File: src/rtl/gbfb_bank_ctrl.sv
// Triple-buffer bank controller between the GB pixel decoder and the 3-bank framebuffer RAM.
// Only complete frames are handed to the VGA reader; torn or partial frames are dropped and counted.
module gbfb_bank_ctrl #(
    parameter int unsigned FRAME_PIXELS = 23040
) (
    input  logic        clk,
    input  logic        rst_n,
    input  logic        wr_frame_start,
    input  logic        wr_en,
    input  logic [14:0] wr_pixel,
    input  logic [1:0]  wr_data,
    input  logic        rd_frame_start,
    input  logic [14:0] rd_pixel,
    output logic        mem_wren,
    output logic [16:0] mem_wraddr,
    output logic [1:0]  mem_wdata,
    output logic [16:0] mem_rdaddr,
    output logic [1:0]  wr_bank,
    output logic [1:0]  rd_bank,
    output logic [7:0]  frames_dropped,
    output logic [7:0]  frames_repeated
);

    typedef enum logic [0:0] {
        W_IDLE   = 1'b0,
        W_ACTIVE = 1'b1
    } wstate_t;

    localparam logic [16:0] FP17  = 17'(FRAME_PIXELS);
    localparam logic [14:0] FP15  = 15'(FRAME_PIXELS);
    localparam logic [14:0] CNT_MAX = 15'h7FFF;

    function automatic logic [16:0] f_base(input logic [1:0] bank);
        logic [16:0] base;
        case (bank)
            2'd0:    base = 17'd0;
            2'd1:    base = FP17;
            2'd2:    base = 17'(2 * FRAME_PIXELS);
            default: base = 17'd0;
        endcase
        return base;
    endfunction

    function automatic logic [7:0] f_sat_inc8(input logic [7:0] v);
        logic [7:0] n;
        if (v == 8'hFF) begin
            n = v;
        end else begin
            n = v + 8'd1;
        end
        return n;
    endfunction

    wstate_t     r_state;
    logic [14:0] r_count;
    logic [1:0]  r_wr_bank;
    logic [1:0]  r_rd_bank;
    logic [1:0]  r_spare_bank;
    logic        r_fresh;
    logic        r_mem_wren;
    logic [16:0] r_mem_wraddr;
    logic [1:0]  r_mem_wdata;
    logic [7:0]  r_frames_dropped;
    logic [7:0]  r_frames_repeated;

    logic        w_close;
    logic        w_complete;
    logic        w_drop;
    logic        w_repeat;
    logic        w_active;
    logic        w_accept;
    logic [1:0]  w_wr_bank;
    logic [1:0]  w_spare_mid;
    logic        w_fresh_mid;
    logic [1:0]  w_rd_bank;
    logic [1:0]  w_spare_bank;
    logic        w_fresh;
    logic [14:0] w_count;
    logic [16:0] w_rd_off;

    // Next bank/fresh state: writer close resolves first, reader swap sees its result.
    always_comb begin
        w_close     = wr_frame_start && (r_state == W_ACTIVE);
        w_complete  = w_close && (r_count == FP15);
        w_wr_bank   = r_wr_bank;
        w_spare_mid = r_spare_bank;
        w_fresh_mid = r_fresh;
        w_drop      = 1'b0;
        if (w_complete) begin
            w_wr_bank   = r_spare_bank;
            w_spare_mid = r_wr_bank;
            w_fresh_mid = 1'b1;
            w_drop      = r_fresh;
        end else if (w_close) begin
            w_drop = 1'b1;
        end else begin
            w_drop = 1'b0;
        end

        w_rd_bank    = r_rd_bank;
        w_spare_bank = w_spare_mid;
        w_fresh      = w_fresh_mid;
        w_repeat     = 1'b0;
        if (rd_frame_start) begin
            if (w_fresh_mid) begin
                w_rd_bank    = w_spare_mid;
                w_spare_bank = r_rd_bank;
                w_fresh      = 1'b0;
            end else begin
                w_repeat = 1'b1;
            end
        end else begin
            w_repeat = 1'b0;
        end
    end

    // Write acceptance and per-frame write count; a same-cycle frame start opens the frame first.
    always_comb begin
        w_active = wr_frame_start || (r_state == W_ACTIVE);
        w_accept = wr_en && w_active && ({2'b00, wr_pixel} < FP17);
        w_count  = r_count;
        if (wr_frame_start) begin
            w_count = {14'd0, w_accept};
        end else if (w_accept && (r_count != CNT_MAX)) begin
            w_count = r_count + 15'd1;
        end else begin
            w_count = r_count;
        end
    end

    // Scanout address: out-of-range pixels fold onto the bank base.
    always_comb begin
        if ({2'b00, rd_pixel} < FP17) begin
            w_rd_off = {2'b00, rd_pixel};
        end else begin
            w_rd_off = 17'd0;
        end
    end

    // Writer FSM, bank registers, registered RAM write port and saturating event counters.
    always_ff @(posedge clk or negedge rst_n) begin
        if (!rst_n) begin
            r_state           <= W_IDLE;
            r_count           <= 15'd0;
            r_wr_bank         <= 2'd0;
            r_rd_bank         <= 2'd1;
            r_spare_bank      <= 2'd2;
            r_fresh           <= 1'b0;
            r_mem_wren        <= 1'b0;
            r_mem_wraddr      <= 17'd0;
            r_mem_wdata       <= 2'd0;
            r_frames_dropped  <= 8'd0;
            r_frames_repeated <= 8'd0;
        end else begin
            case (r_state)
                W_IDLE: begin
                    if (wr_frame_start) begin
                        r_state <= W_ACTIVE;
                    end else begin
                        r_state <= W_IDLE;
                    end
                end
                W_ACTIVE: r_state <= W_ACTIVE;
                default:  r_state <= W_IDLE;
            endcase
            r_count      <= w_count;
            r_wr_bank    <= w_wr_bank;
            r_rd_bank    <= w_rd_bank;
            r_spare_bank <= w_spare_bank;
            r_fresh      <= w_fresh;
            r_mem_wren   <= w_accept;
            if (w_accept) begin
                r_mem_wraddr <= f_base(w_wr_bank) + {2'b00, wr_pixel};
                r_mem_wdata  <= wr_data;
            end else begin
                r_mem_wraddr <= r_mem_wraddr;
                r_mem_wdata  <= r_mem_wdata;
            end
            if (w_drop) begin
                r_frames_dropped <= f_sat_inc8(r_frames_dropped);
            end else begin
                r_frames_dropped <= r_frames_dropped;
            end
            if (w_repeat) begin
                r_frames_repeated <= f_sat_inc8(r_frames_repeated);
            end else begin
                r_frames_repeated <= r_frames_repeated;
            end
        end
    end

    assign mem_wren        = r_mem_wren;
    assign mem_wraddr      = r_mem_wraddr;
    assign mem_wdata       = r_mem_wdata;
    assign mem_rdaddr      = f_base(r_rd_bank) + w_rd_off;
    assign wr_bank         = r_wr_bank;
    assign rd_bank         = r_rd_bank;
    assign frames_dropped  = r_frames_dropped;
    assign frames_repeated = r_frames_repeated;

endmodule

File: config.mk
export PLATFORM = sky130hd
export DESIGN_NAME = gbfb_bank_ctrl
export DESIGN_NICKNAME = d
export VERILOG_FILES = /design/src/rtl/gbfb_bank_ctrl.sv
export SDC_FILE = /design/constraint.sdc
export NUM_CORES = 1
export LEC_CHECK = 0
export CORE_MARGIN = 2
export CORE_UTILIZATION = 36
export CTS_CLUSTER_DIAMETER = 80
export DETAILED_ROUTE_END_ITERATION = 16
export MAX_ROUTING_LAYER = met4
export SYNTH_ARGS = -nofsm -noshare
export SYNTH_HDL_FRONTEND = slang
export SYNTH_SLANG_ARGS = --single-unit
File: constraint.sdc
create_clock -name clk -period 3.5 [get_ports clk]
set_input_delay 0.525 -clock clk [delete_from_list [all_inputs] [get_ports clk]]
set_output_delay 0.525 -clock clk [all_outputs]
set_load 0.02 [all_outputs]
# Word level (Yosys, flattened, before mapping)
# Cells that the tools add are included.
dict set report op_classes {
  addsub 5
  magnitude_cmp 2
  eq_ne 8
  muxes 18
  bitwise 3
  n_reduce_logical 10
}
# operator count
set op_table {}
lappend op_table {{16-bit case mux with 2 select lines} 2}
lappend op_table {{15-bit two-way mux} 3}
lappend op_table {{15-bit < comparator (second input constant)} 2}
lappend op_table {{17-bit by 15-bit adder with 17-bit output} 1}
lappend op_table {{17-bit adder} 1}
lappend op_table {{17-bit two-way mux} 1}
lappend op_table {{8-bit by 1-bit adder with 8-bit output (second input constant)} 2}
lappend op_table {{8-bit equality test (second input constant)} 2}
lappend op_table {{15-bit by 1-bit adder with 15-bit output (second input constant)} 1}
lappend op_table {{15-bit equality test (second input constant)} 1}
lappend op_table {{15-bit != test (second input constant)} 1}
lappend op_table {{2-bit two-way mux} 4}
lappend op_table {{1-bit two-way mux} 7}
lappend op_table {{2-bit AND reduction} 3}
lappend op_table {{1-bit logical AND} 5}
lappend op_table {{2-bit by 1-bit equality test with 1-bit output (second input constant)} 2}
lappend op_table {{2-bit equality test (second input constant)} 2}
lappend op_table {{1-bit NOT} 3}
lappend op_table {{1-bit case mux with 2 select lines} 1}
lappend op_table {{2-bit nonzero test} 1}
lappend op_table {{1-bit logical OR} 1}
dict set report totals {
  regBits 59
  in_bits 37
  output_inout_bits 57
  wordCells 57
}

# Depth between registers and ports, before layout
# Gate-level depths: netlist (run 1).
dict set report logic_depth {
  ltp_word 7
  mapped_depth 14
  depth_no_buf 13
}

# Worst setup path after synthesis (run 1)
# OpenSTA, ideal clock, no wires.
dict set report synth_path {
  path_kind {input to output}
  from {in rd_pixel[9]}
  to {out mem_rdaddr[15]}
  arrival_time_ns 2.942
  setup_slack_ns 0.033
  cell_stages 9
  path_cell_list {o211a_1 -> o21ai_0 -> clkbuf_1 -> and2_1 -> ha_1 -> nor2b_1 -> o21a_1 -> o21a_1 -> o311ai_0}
}
dict set report synth_between {
  elab_chain_cells 3
}
# element line_no
set synth_rtl {}
lappend synth_rtl {{start, declared} 13} ;# input logic [14:0] rd_pixel,
lappend synth_rtl {{15-bit < comparator} 133} ;# if ({2'b00, rd_pixel} < FP17) begin
lappend synth_rtl {{15-bit two-way mux *} 133}
lappend synth_rtl {{17-bit adder *} 195} ;# assign mem_rdaddr = f_base(r_rd_bank) + w_rd_off;
lappend synth_rtl {{end, declared} 17} ;# output logic [16:0] mem_rdaddr,
# Mark *: on every way between the ends. The rest lies on a longest branch, timed or not.

# Final worst setup path (run 1)
dict set report layout_path {
  from {in rd_pixel[12]}
  to {out mem_rdaddr[15]}
}
# The elaborated chain is that of the path after synthesis.

==> results of run 1 <==
routing by layer:
layer / share of wire [%] / global-route usage (%) / vias to the layer above
li1: - / - / 1580
met1: 45 / 20.2 / 1542
met2: 49 / 28.1 / 68
met3: 4.1 / 4.34 / 14
met4: 1.7 / 4.25 / 0
met5: 0 / - / -
where the power goes:
group | total [mW] | internal, mW | switching, mW
combinational | 0.759 | 0.384 | 0.375
clock | 0.689 | 0.398 | 0.291
sequential | 0.908 | 0.791 | 0.117
total | 2.36 | 1.57 | 0.784
timing repair:
action                                  4_1_cts  5_1_grt
pin swaps                                     0        6
endpoints found under the setup margin        7        7
resized for setup                            12       16
setup buffers                                 0        3
through the flow:
step           instances  area (µm²)
5_1_grt              626        4960
3_3_place_gp         607        4710
6_report             626        4960
2_1_floorplan        382        3570
4_1_cts              623        4920
3_5_place_dp         607        4710
layout make-up:
type	count	area share, %
clock buffer	9	2.50
clock inverter	7	1.87
inverter	16	1.21
multi-input combinational	289	39.8
sequential	59	29.8
tap	133	3.35
timing repair buffer	113	21.5
logic make-up (layout without fill, tap and decap cells):
kind of cell               count (synthesis)  after routing  share of synthesized area (%)
AOI/OAI and AO/OA                         64             64                           12.8
xor gates and xnor gates                  17             17                           4.17
adders and majority gates                 21             21                           7.77
buffers and inverters                     34            145                           4.02
DFF                                       59             59                           41.4
muxes                                     10             10                           3.19
and+or+nand+nor                          177            177                           26.7
synth_stat cells (7+ instances only):
cell type  count  area share (%)
a21oi_1       10             1.4
and2_1        13             2.3
and3_1         7             1.2
clkbuf_1       8            0.84
dfrtp_1       57              40
ha_1          19             6.7
inv_1         15             1.6
mux2_1         7             2.2
nand2_1       63             6.6
nand3_1       10             1.4
nand4_1        7             1.2
nor2_1        18             1.9
nor2b_1       10             1.8
nor3_1        10             1.4
nor4_1         8             1.4
o21a_1         8             1.7
o21ai_0        7            0.98
o31ai_1        8             1.7
xnor2_1       10             2.5
xor2_1         7             1.7
layout by cell type (no fill, tap or decap), types with 5 or more instances in the layout:
master            n
a21oi_1          10
and2_1           12
and3_1            7
and4_1            5
buf_4            21
clkbuf_8          9
clkdlybuf4s50_1  84
dfrtp_1          57
ha_1             18
inv_1            15
mux2_1            7
nand2_1          63
nand3_1          10
nand4_1           7
nor2_1           18
nor2b_1          10
nor3_1           10
nor4_1            8
o21a_1            8
o21ai_0           5
o21ai_1           7
o31ai_1           8
or4_1             5
xnor2_1          10
xor2_1            7
worst max-delay path by stage:
stage                  from             end  slack [ns]
3_5_place_dp    rd_pixel[9]  mem_rdaddr[15]       -0.59
2_1_floorplan   rd_pixel[9]  mem_rdaddr[15]        0.03
3_3_place_gp    rd_pixel[9]  mem_rdaddr[15]       -0.47
5_1_grt        rd_pixel[12]  mem_rdaddr[16]        0.01
4_1_cts         rd_pixel[9]  mem_rdaddr[15]       -0.09
6_report       rd_pixel[12]  mem_rdaddr[15]        0.13
registers in the layout (all words and copies together) (netlist names), 2 cells and up:
| name | flops |
|---|---|
| r_spare_bank | 2 |
| frames_repeated | 8 |
| rd_bank | 2 |
| r_count | 15 |
| frames_dropped | 8 |
| mem_wdata | 2 |
| wr_bank | 2 |
| mem_wraddr | 17 |
worst max-delay path, stage by stage:
cell	delay (ns)
clkdlybuf4s50_1	0.49
o211a_1	0.21
o21ai_4	0.09
and2_4	0.14
ha_2	0.16
inv_1	0.07
fa_2	0.20
nor2b_1	0.05
o21a_1	0.21
o21a_1	0.21
o311ai_1	0.27
buf_2	0.22
==> key figures, run 1 <==
Status
  • Status: completed

Worst setup path
  • Kind of critical path: input port to output port
  • Crit end category: output port
  • CP startpoint kind: input port
  • Arr. time, crit path: 2.85 ns
  • Crit path max fanout: 5
  • Crit Reg-Reg Endpoint: mem_wraddr[15]
  • Critical Path RT: 2.97 ns
  • R2R depth: 10
  • Worst reg2reg startpoint: r_count[3]
  • R2R Setup Slk: 0.22 ns

Synthesis
  • Post-synthesis async set-or-reset flop share: 100%
  • Syn_nets: 440
  • Synth Flop Type: dfrtp_1
  • Post-synthesis sequential area ratio: 41.4%
  • Library cells used by synthesis: 58
  • Synth Instances: 382
  • Synth Cell Area: 0.00357 mm²
  • YS warnings: 0
  • Avg Inst Size Synth: 9.36 µm²
  • Yosys reg bits: 59
  • Count of flip-flops with a built-in enable after synthesis: 0

Die
  • Chip Height: 104 µm
  • Row count: 36
  • # IOs: 94
  • Starting Density: 36.9%
  • Core box area: 0.00968 mm²
  • Die width: 104 µm
  • Area of the die: 0.0107 mm²

Detailed routing
  • Initial DRC count: 102
  • DRT Wirelength: 8850 µm
  • Routed vias: 3,204
  • DR WL/cell: 14.1 µm
  • DR DRC count: 0
  • Antenna viol nets, final: 0
  • DR vias/cell: 5.12
  • DRT Pass-1 Iters: 4

Cells and area
  • Share of cells above drive strength 1: 11.4%
  • Fillers: 890
  • Number of diodes: 0
  • Number of nets in the layout: 546
  • Util after Layout: 51.2%
  • Area Growth Syn to Fin: 38.8%
  • Multi-input logic area: 0.00198 mm²
  • Storage cell area: 0.00148 mm²

Timing
  • Finish-stage setup viols: 0
  • PnR worst setup slack: 0.125 ns
  • Fmax: 296 MHz
  • Setup_tns: 0 ns
  • Slew Viols, Final: 0
  • Final Hold Viols: 0
  • RSZ-0062 raised after global routing: no
  • Period utilisation layout: 96.4%
  • Hold_ws: 0.218 ns
  • Slew @ Worst Pin: 0.690 ns
  • Clock Skews: 0.00795 ns
  • Crit path time final: 3.37 ns
  • Relative slew slack: 54.0%

Clock tree
  • Reg clk slew, reported paths: 0.07 ns
  • Clock Root Buffer: clkbuf_8
  • H-Tree Level Count: 3
  • TritonCTS clock tree: done
  • Num CTS Buffers: 9
  • Clk sink count: 59
  • CTS hold repair buffers: 0
  • Max Buffers Root-to-Sink: 2
  • Clk Latency, worst-skew pair: 0.34 ns

GRT
  • Grt total ovfl: 0
  • Initial antenna violation count: 0
  • Number of global-route vias before repair: 3,045
  • Wire length of the first global-routing pass: 14,400 µm
  • Largest net degree at the start of global routing: 32
  • GRT Overall Usage: 16.8%

Place
  • Detail Placement HPWL: 6650 µm
  • Routability cong.: 0.849
  • Port Buf Inserts: 93
  • Pre-CTS setup slack: -0.589 ns

Power and ir drop
  • Maximum VDD drop: 0.312 mV
  • Pwr dens: 475 mW/mm²
  • Pwr Total: 2.36 mW
  • Leak pwr: 2.22 nW

Worst hold path
  • Worst min path class: input port to async pin

Flow run
  • MaxCap Viol Count: 0
Note: power is estimated with default switching activity, not from simulation.
==> run 2: changes to the inputs <==
--- a/config.mk
+++ b/config.mk
@@ -5,11 +5,13 @@
 export SDC_FILE = /design/constraint.sdc
 export NUM_CORES = 1
 export LEC_CHECK = 0
+export ABC_CLOCK_PERIOD_IN_PS = 3000
 export CORE_MARGIN = 2
 export CORE_UTILIZATION = 36
 export CTS_CLUSTER_DIAMETER = 80
 export DETAILED_ROUTE_END_ITERATION = 16
 export MAX_ROUTING_LAYER = met4
+export PLACE_DENSITY = 0.63
 export SYNTH_ARGS = -nofsm -noshare
 export SYNTH_HDL_FRONTEND = slang
 export SYNTH_SLANG_ARGS = --single-unit
==> constraint.sdc (replaced) <==
create_clock -name clk -period 3 [get_ports clk]
set_input_delay 0.45 -clock clk [delete_from_list [all_inputs] [get_ports clk]]
set_output_delay 0.45 -clock clk [all_outputs]
set_load 0.02 [all_outputs]
==> key figures, run 2 (synthesized netlist as in run 1, its figures left out) <==
Timing
  • Slew @ Worst Pin: 0.682 ns (-0.00841 ns)
  • Clock Skews: 0.00991 ns (+0.00196 ns)
  • Crit path time final: 3.10 ns
  • PnR worst setup slack: -0.103 ns (-0.229 ns)
  • Finish-stage setup viols: 3 (+3)
  • Relative slew slack: 54.5% (+0.56 points)
  • Period utilisation layout: 103%
  • RSZ-0062 raised after global routing: yes
  • Fmax: 322 MHz
  • Final Hold Viols: 0 (unchanged)
  • Setup_tns: -0.125 ns (-0.125 ns)
  • Slew Viols, Final: 0 (unchanged)

Detailed routing
  • DR vias/cell: 5.07 (-0.87%)
  • DR WL/cell: 14.4 µm (+1.9%)
  • Initial DRC count: 155 (+52%)
  • DRT Wirelength: 9590 µm (+8.4%)
  • Antenna viol nets, final: 0 (unchanged)
  • DR DRC count: 0 (unchanged)
  • Routed vias: 3,379 (+5.5%)
  • DRT Pass-1 Iters: 4 (unchanged)

Cells and area
  • Area Growth Syn to Fin: 50.7%
  • Leading cell types in the layout, fill and taps excluded: clkdlybuf4s50_1 (79), nand2_1 (61), buf_4 (61)
  • Final std cells w/o fill: 666 (+6.4%)
  • Number of diodes: 0 (unchanged)
  • Share of cells above drive strength 1: 22.9% (+12 points)
  • Fillers: 866 (-2.7%)
  • Commonest non-fill, non-tap cell in the layout: clkdlybuf4s50_1
  • Number of nets in the layout: 586 (+7.3%)
  • Max reg flops: 17 (unchanged)

Place
  • Routability cong.: 0.911 (+7.3%)
  • Port Buf Inserts: 93 (unchanged)
  • Placed cell count: 637 (+4.9%)
  • Detail Placement HPWL: 6960 µm (+4.6%)

GRT
  • Wire length of the first global-routing pass: 16,100 µm (+12%)
  • Largest net degree at the start of global routing: 30 (-6.3%)
  • Grt total ovfl: 0 (unchanged)
  • Initial antenna violation count: 0 (unchanged)
  • GRT Overall Usage: 18.8% (+2.0 points)
  • Number of global-route vias before repair: 3,375 (+11%)

Clock tree
  • H-Tree Level Count: 3 (unchanged)
  • Num CTS Buffers: 9 (unchanged)
  • Reg clk slew, reported paths: 0.07 ns (about the same)
  • CTS hold repair buffers: 0 (unchanged)
  • Clock Root Buffer: clkbuf_8
  • Max Buffers Root-to-Sink: 2 (unchanged)
  • Clk sink count: 59 (unchanged)
  • Clk Latency, worst-skew pair: 0.34 ns (about the same)
  • TritonCTS clock tree: done

Power and ir drop
  • Combinational Power Share: 33.2% (+1.0 points)
  • Clock Power Share: 29.2% (about the same)
  • Leak pwr: 2.44 nW (+9.6%)
  • Switch share: 32.6% (-0.70 points)
  • Pwr dens: 519 mW/mm² (+9.4%)
  • Internal: 1.89 mW (+20%)
  • Sequential share of power: 37.6% (-0.9 points)
  • Maximum VDD drop: 0.411 mV (+32%)
  • Switching pwr: 0.911 mW (+16%)

Die
  • Starting Density: 36.9% (unchanged)
  • Area of the die: 0.0107 mm² (unchanged)
  • Row count: 36 (unchanged)
  • Die width: 104 µm (unchanged)
  • Core box area: 0.00968 mm² (unchanged)
  • # IOs: 94 (unchanged)
  • Chip Height: 104 µm (unchanged)

Worst setup path
  • Critical Path RT: 3.27 ns (+0.30 ns)
  • Crit end category: flop
  • Arr. time, crit path: 3.38 ns (+0.53 ns)
  • R2R depth: 12 (+2)
  • CP startpoint kind: flop
  • Ordered cell list for the critical path: or4_4, nor4_4, buf_4, buf_6, nand3b_1, o31ai_4, ha_2, fa_2, a211o_1, a211oi_2, or4_1, nand3_1
  • Slowest CP cell: or4_4
  • Kind of critical path: flop to flop
  • CP peak stage delay: 0.57 ns (+0.08 ns)
  • Crit path max fanout: 5 (unchanged)

Status
  • Failing checks: setup timing
  • Status: finished with violations

Worst hold path
  • Worst min path class: input port to async pin

Flow run
  • MaxCap Viol Count: 0 (unchanged)
==> run 2: cell types whose count changed in the layout (fill, tap and decap cells not counted), moves of 5 or more <==
cell / delta
ha_4: +6
clkdlybuf4s50_1: -5
ha_1: -7
buf_4: +40
==> run 2: through the flow <==
step	setup WS (ns)	hold slack, ns	power (mW)	util (%)	area (µm²)
3_3_place_gp	-0.740	0.454	1.97	51.4	4970
6_report	-0.103	0.0755	2.80	55.6	5390
5_1_grt	-0.237	0.0880	2.96	55.6	5390
2_1_floorplan	-0.0478	0.154	1.51	-	3610
4_1_cts	-0.0399	0.0810	2.82	54.6	5290
3_5_place_dp	-0.842	0.457	2.00	51.4	4970
==> run 2: final timing paths <==
| check | start | to | slack, ns |
|---|---|---|---|
| worst max-delay path | r_count[5] | mem_wraddr[15] | -0.10 |
| worst min-delay path | rst_n | r_count[6] | 0.08 |
| worst max register to register | r_count[5] | mem_wraddr[15] | -0.10 |
| worst min register to register | mem_wraddr[2] | mem_wraddr[2] | 0.47 |
| max in group asynchronous | rst_n | rd_bank[0] | 2.20 |
| min in group clk | mem_wraddr[2] | mem_wraddr[2] | 0.47 |
==> run 2: final cells by class <==
cell class	instances	area [µm²]	share of cell area [%]
Multi-Input combinational cell	289	2120	39.3
Clock buffer	12	145	2.69
Sequential cell	59	1480	27.5
Tap cell	133	166	3.09
Clock inverter	4	73.8	1.37
Inverter	16	60.1	1.11
Timing Repair Buffer	153	1350	25.0
==> run 2: worst max-delay path, delay by kind of cell (launching register included) <==
kind,cells,cell delay (ns)
AO/OA/AOI/OAI,3,0.34
adder cells (fa/ha/maj),2,0.48
buffers and inverters,2,0.30
flip-flops,1,0.38
AND/OR/NAND/NOR,5,1.55
==> run 2: power groups by stage <==
stage | clock network (mW) | registers [mW] | logic, mW
after detailed placement | 0 | 1.07 | 0.928
after floorplan | 0 | 1.20 | 0.314
after global routing | 0.881 | 1.07 | 1.01
after CTS | 0.843 | 1.05 | 0.925
final | 0.818 | 1.05 | 0.928
after global placement | 0 | 1.06 | 0.910
==> run 2: timing repair <==
action	4_1_cts	5_1_grt
hold endpoints to repair	0	0
pin swaps	20	20
endpoints found under the setup margin	10	9
buffers inserted	10	3
gates resized for setup	47	20
==> run 2: routing by layer <==
layer  GRT usage, %  share of wire (%)
met2           31.2                 51
met1           22.1                 43
met5              -                  0
met3           4.97                4.4
met4           6.56                2.0
